===== src/rtl/aes_ctr_feeder.sv =====
// aes_ctr_feeder: counter-mode block generator feeding a pipelined AES encryptor.
// Issues {iv, ctr} blocks at up to one per cycle, gated by credits that mirror
// free space in the downstream keystream FIFO, and tracks blocks in flight so
// that done is reported only after the last block has left the AES pipeline.
//
// Ports:
//   CLK, RSTn      clock (rising edge), asynchronous active-low reset
//   start          one-cycle job request, sampled only in IDLE
//   abort          stop issuing, then drain blocks already in flight
//   iv, ctr_init   fixed upper part and first counter value of each block
//   n_blocks       number of blocks to issue for the job
//   credit_ret     downstream FIFO popped one entry
//   Dvld           AES pipeline output valid
//   Din, Drdy      block to the AES pipeline and its valid
//   busy           job active (ISSUE or DRAIN)
//   done           one-cycle job completion pulse
//   err            sticky credit / in-flight accounting error
//   inflight       blocks issued but not yet returned on Dvld
module aes_ctr_feeder #(
  parameter int unsigned FIFO_DEPTH = 32,
  parameter int unsigned CTR_W      = 64,
  parameter int unsigned CNT_W      = 32,
  localparam int unsigned IV_W      = 128 - CTR_W,
  localparam int unsigned INF_W     = $clog2(FIFO_DEPTH + 1)
) (
  input  logic             CLK,
  input  logic             RSTn,
  input  logic             start,
  input  logic             abort,
  input  logic [IV_W-1:0]  iv,
  input  logic [CTR_W-1:0] ctr_init,
  input  logic [CNT_W-1:0] n_blocks,
  input  logic             credit_ret,
  input  logic             Dvld,
  output logic [127:0]     Din,
  output logic             Drdy,
  output logic             busy,
  output logic             done,
  output logic             err,
  output logic [INF_W-1:0] inflight
);

  typedef enum logic [1:0] {IDLE, ISSUE, DRAIN} state_t;

  localparam logic [INF_W-1:0] CREDIT_FULL = INF_W'(FIFO_DEPTH);

  state_t           state_q, state_d;
  logic [IV_W-1:0]  iv_q, iv_d;
  logic [CTR_W-1:0] ctr_q, ctr_d;
  logic [CNT_W-1:0] rem_q, rem_d;
  logic [INF_W-1:0] credit_q, credit_d;
  logic [INF_W-1:0] inflight_q, inflight_d;
  logic [127:0]     din_q, din_d;
  logic             drdy_q, drdy_d;
  logic             busy_q, busy_d;
  logic             done_q, done_d;
  logic             err_q, err_d;
  logic             issue;

  // Next-state, datapath and accounting.
  always_comb begin
    state_d    = state_q;
    iv_d       = iv_q;
    ctr_d      = ctr_q;
    rem_d      = rem_q;
    credit_d   = credit_q;
    inflight_d = inflight_q;
    din_d      = din_q;
    drdy_d     = 1'b0;
    done_d     = 1'b0;
    err_d      = err_q;

    issue = (state_q == ISSUE) && (rem_q != '0) && (credit_q != '0) && !abort;

    if (issue) begin
      drdy_d = 1'b1;
      din_d  = {iv_q, ctr_q};
      ctr_d  = ctr_q + CTR_W'(1);
      rem_d  = rem_q - CNT_W'(1);
    end

    // Credit: simultaneous issue and return cancel; a return at full credit is an error.
    case ({issue, credit_ret})
      2'b10:   credit_d = credit_q - INF_W'(1);
      2'b01: begin
        if (credit_q == CREDIT_FULL) err_d = 1'b1;
        else                          credit_d = credit_q + INF_W'(1);
      end
      default: credit_d = credit_q;
    endcase

    // In flight: a Dvld with nothing outstanding is an error and does not underflow.
    case ({issue, Dvld})
      2'b10:   inflight_d = inflight_q + INF_W'(1);
      2'b01: begin
        if (inflight_q == '0) err_d = 1'b1;
        else                   inflight_d = inflight_q - INF_W'(1);
      end
      default: inflight_d = inflight_q;
    endcase

    case (state_q)
      IDLE: begin
        if (start) begin
          if (n_blocks != '0) begin
            iv_d    = iv;
            ctr_d   = ctr_init;
            rem_d   = n_blocks;
            state_d = ISSUE;
          end else begin
            done_d = 1'b1;
          end
        end
      end
      ISSUE: begin
        if (abort || (rem_d == '0)) state_d = DRAIN;
      end
      DRAIN: begin
        // Uses the updated count so a same-cycle Dvld is taken into account.
        if (inflight_d == '0) begin
          done_d  = 1'b1;
          state_d = IDLE;
        end
      end
      default: state_d = IDLE;
    endcase

    busy_d = (state_d != IDLE);
  end

  // State and output registers.
  always_ff @(posedge CLK or negedge RSTn) begin
    if (!RSTn) begin
      state_q    <= IDLE;
      iv_q       <= '0;
      ctr_q      <= '0;
      rem_q      <= '0;
      credit_q   <= CREDIT_FULL;
      inflight_q <= '0;
      din_q      <= '0;
      drdy_q     <= 1'b0;
      busy_q     <= 1'b0;
      done_q     <= 1'b0;
      err_q      <= 1'b0;
    end else begin
      state_q    <= state_d;
      iv_q       <= iv_d;
      ctr_q      <= ctr_d;
      rem_q      <= rem_d;
      credit_q   <= credit_d;
      inflight_q <= inflight_d;
      din_q      <= din_d;
      drdy_q     <= drdy_d;
      busy_q     <= busy_d;
      done_q     <= done_d;
      err_q      <= err_d;
    end
  end

  assign Din      = din_q;
  assign Drdy     = drdy_q;
  assign busy     = busy_q;
  assign done     = done_q;
  assign err      = err_q;
  assign inflight = inflight_q;

endmodule


===== config.mk =====
export PLATFORM = sky130hd
export DESIGN_NAME = aes_ctr_feeder
export DESIGN_NICKNAME = d
export VERILOG_FILES = /design/src/rtl/aes_ctr_feeder.sv
export SDC_FILE = /design/constraint.sdc
export NUM_CORES = 1
export LEC_CHECK = 0
export CAP_MARGIN = 40
export CORE_UTILIZATION = 50
export CTS_CLUSTER_SIZE = 20
export DETAILED_ROUTE_END_ITERATION = 8
export DONT_BUFFER_PORTS = 1
export GPL_TIMING_DRIVEN = 1
export PLACE_DENSITY_LB_ADDON = 0.15
export RECOVER_POWER = 25
export SYNTH_ARGS = -nofsm -noshare
export SYNTH_HDL_FRONTEND = slang
export SYNTH_SLANG_ARGS = --single-unit

===== constraint.sdc =====
create_clock -name CLK -period 4.6 [get_ports CLK]
set_input_delay 1.15 -clock CLK [delete_from_list [all_inputs] [get_ports CLK]]
set_output_delay 1.15 -clock CLK [all_outputs]
set_load 0.01 [all_outputs]

==> results by group <==
Logic synthesis
  • Syn Area/Cell: 9.57 um^2
  • Synth area leader: dfrtp_1
  • Post-Synthesis Cells: 1471
  • Top-area cell type share of the netlist area: 54.2%
  • Post-synth EDFFs: 0
  • Synth Flop Type: dfrtp_1
  • Synth Net Count: 1649
  • Ranking of synthesized cells by area: dfrtp_1 (54%), nand2_1 (11%), mux2_2 (5.6%)
  • Sequential area share after synthesis: 54.4%
  • Synth async-reset ratio: 100%
  • Cell variety after synth: 67
  • Synth Cell Area: 14100 um^2
  • Synthesis warning total: 0
  • Post-synthesis register bit count: 306

Clock network
  • Post-CTS resize count: 0
  • H-tree depth: 2
  • Max Root-Sink Buffers: 3
  • Hold buffer count at cts: 0
  • CTS Buf Count: 35
  • Skew-Pair Late Insertion Delay: 0.51 ns
  • CTS root buffer: clkbuf_16
  • Postcts setup bufs: 0
  • Clock edge transition at the registers on the reported setup and hold paths: 0.06 ns
  • Clock Sinks: 306
  • CTS tree: built

Detailed routing
  • WL per Instance: 18.4 um
  • Vias per inst: 5.45
  • Final WL: 34100 um
  • Antenna-violating nets left: 0
  • DR vias: 10100
  • Initial drt markers: 640
  • Drt pass-1 iters: 5
  • Drt drc: 0

Setup path
  • Slowest stage delay, CP: 0.42 ns
  • CP Buf/Inv Count: 2
  • WP data required: 5.04 ns
  • Crit-path slowest cell: dfrtp_1
  • Startpoint Class: flip-flop
  • CP delay by family, top: compound AO/OA/AOI/OAI gates
  • Crit path max fanout: 33
  • Worst-path cell chain: inv_1, ha_1, nor4b_2, nand3_1, o31a_2, inv_6, nand2_1, ha_1, a21o_1, a21oi_1, o21bai_1, a21oi_1, nor3b_1, o21ai_0, o31a_1
  • Crit path DAT: 4.42 ns
  • Crit end category: flip-flop
  • Kind of critical path: reg -> reg

Finish
  • Design Area, Final: 15600 um^2
  • Layout Nets: 1626
  • Area Overhead vs Synth: 10.6%
  • Share of cells above drive strength 1: 11.0%

STA
  • Fmax: 0.251 GHz
  • Final worst slack: 0.615 ns
  • Hold Fails Final Rpt: 0
  • Slew at the pin closest to its max-slew limit: 1.02 ns
  • Clk_skew: 0.0143 ns
  • Period utilization: 86.6%
  • Relative slew slack: 32.2%
  • Worst hold slack: 0.340 ns
  • Setup-failing EPs final: 0
  • TNS Setup: 0 ns
  • Min cycle time layout: 3.99 ns
  • RSZ-0062 raised after global routing: false
  • Final Max Slew Viols: 0

Power and ir drop
  • Clock share of power: 24.6%
  • Leak: 6.82 nW
  • Switching pwr: 0.00422 W
  • Comb power frac: 26.6%
  • Switch share: 37.4%
  • Internal power: 0.00706 W
  • Seq pwr share: 48.8%
  • Maximum vdd drop: 0.371 mV
  • Total power: 0.0113 W
  • Power Dens Cells: 724 nW/um^2

Status
  • Run status: finished, final reports clean

Place
  • Dpl cell area: 14400 um^2
  • Port Buffers: 0
  • Place WS: 0.668 ns
  • Placer Congestion: 0.842
  • DPL Wire Length: 22900 um

Floorplan
  • Die area: 28800 um^2
  • Chip width: 170 um
  • Num rows: 61
  • I/O pin cnt: 304
  • Die height: 170 um
  • Initial Util: 50.7%
  • Core box area: 27800 um^2

Flow run
  • Max-cap violations: 0

GRT
  • First-pass GRT wire length: 54400 um
  • Vias in the first global route: 10000
  • Initial antenna violation count: 1
  • Largest net degree at the start of global routing: 307
  • GRT Util Overall: 23.7%
  • Congestion Overflow GR: 0

Min path
  • Hold Crit Class: in -> async
==> layout by cell type (no fill, tap or decap), types with 4 or more instances in the layout <==
cell         n
or2_2        6
nor4_1      22
or4_1        9
dfrtp_1    305
clkbuf_8     6
xor2_1      42
xnor2_1     50
nand3_1     36
nor3_1      24
clkbuf_16   35
or3_1       11
nor4_4       5
buf_4       11
nand2_1    407
inv_1       22
nor2_1     140
o31ai_1      6
o21ai_0     22
a21oi_1     98
nand4_1     22
clkbuf_1    15
and3_1      11
a31oi_1      7
ha_1        11
o31a_1       4
mux2_2      70
==> area by class of cell <==
type                    count  area, um^2
multi-input cells        1067        6030
diodes                      1        2.50
clock inverters             7         133
clock buffers              56        1010
well taps                 378         473
flip-flops and latches    306        7660
repair buffers             15         170
inverters                  23        91.3
fillers                  2556       12200
==> path summary, 6_finish.rpt <==
kind	from	end	slack, ns	depth (start not counted)
min in group CLK	iv_q[38]	Din[102]	0.46	2
worst min register to register	iv_q[38]	Din[102]	0.46	2
worst max register to register	rem_q[0]	credit_q[5]	0.61	15
max in group asynchronous	RSTn	Din[44]	3.42	0
worst min-delay path	RSTn	rem_q[19]	0.34	0
worst max-delay path	rem_q[0]	credit_q[5]	0.61	15
==> cell usage after synthesis, drive strengths merged (7+ instances only) <==
cell type,number
a21oi,98
a31oi,7
and3,11
buf,26
clkbuf,49
dfrtp,305
ha,11
inv,23
mux2,70
nand2,407
nand3,38
nand4,24
nor2,140
nor3,25
nor4,30
o21ai,27
or2,7
or3,11
or4,9
xnor2,50
xor2,42
==> registers in the layout, summed over array words and instances, names as in the netlist <==
signal / cells
Din: 128
ctr_q: 64
iv_q: 64
rem_q: 32
credit_q: 6
inflight: 6
state_q: 2
Drdy: 1
busy: 1
done: 1
err: 1
==> kinds of logic (layout without fill, tap and decap cells) <==
kind of cell | after synthesis | in the layout | synth area share [%]
xor+xnor | 92 | 92 | 5.72
buf+inv | 98 | 101 | 2.91
simple gates | 725 | 725 | 23.3
other cells | 0 | 1 | 0
flops | 306 | 306 | 54.4
compound gates | 168 | 168 | 6.93
fa+ha+maj | 12 | 12 | 1.12
mux | 70 | 70 | 5.60
==> per-layer routing <==
layer,up-vias,global-route usage (%),wire (um)
met4,0,7.05,875
met3,54,7.77,2780
li1,4883,-,-
met1,4879,31.1,14800
met2,286,37.2,15600
met5,-,0,0
==> power by group through the flow <==
stage | logic [W] | clock network (W) | registers (W)
after floorplan | 0.00255 | 0 | 0.00510
after global placement | 0.00290 | 0 | 0.00551
after detailed placement | 0.00301 | 0 | 0.00553
after CTS | 0.00303 | 0.00283 | 0.00551
after global routing | 0.00342 | 0.00295 | 0.00569
final | 0.00300 | 0.00277 | 0.00551
==> per-stage QoR <==
| stage | instances | util [%] |
|---|---|---|
| 5_1_grt | 1852 | 56.1 |
| 2_1_floorplan | 1471 | - |
| 3_5_place_dp | 1789 | 51.9 |
| 3_3_place_gp | 1788 | 51.8 |
| 4_1_cts | 1852 | 56.1 |
| 6_report | 1853 | 56.1 |
No activity file was read; power rests on OpenSTA's default activity.
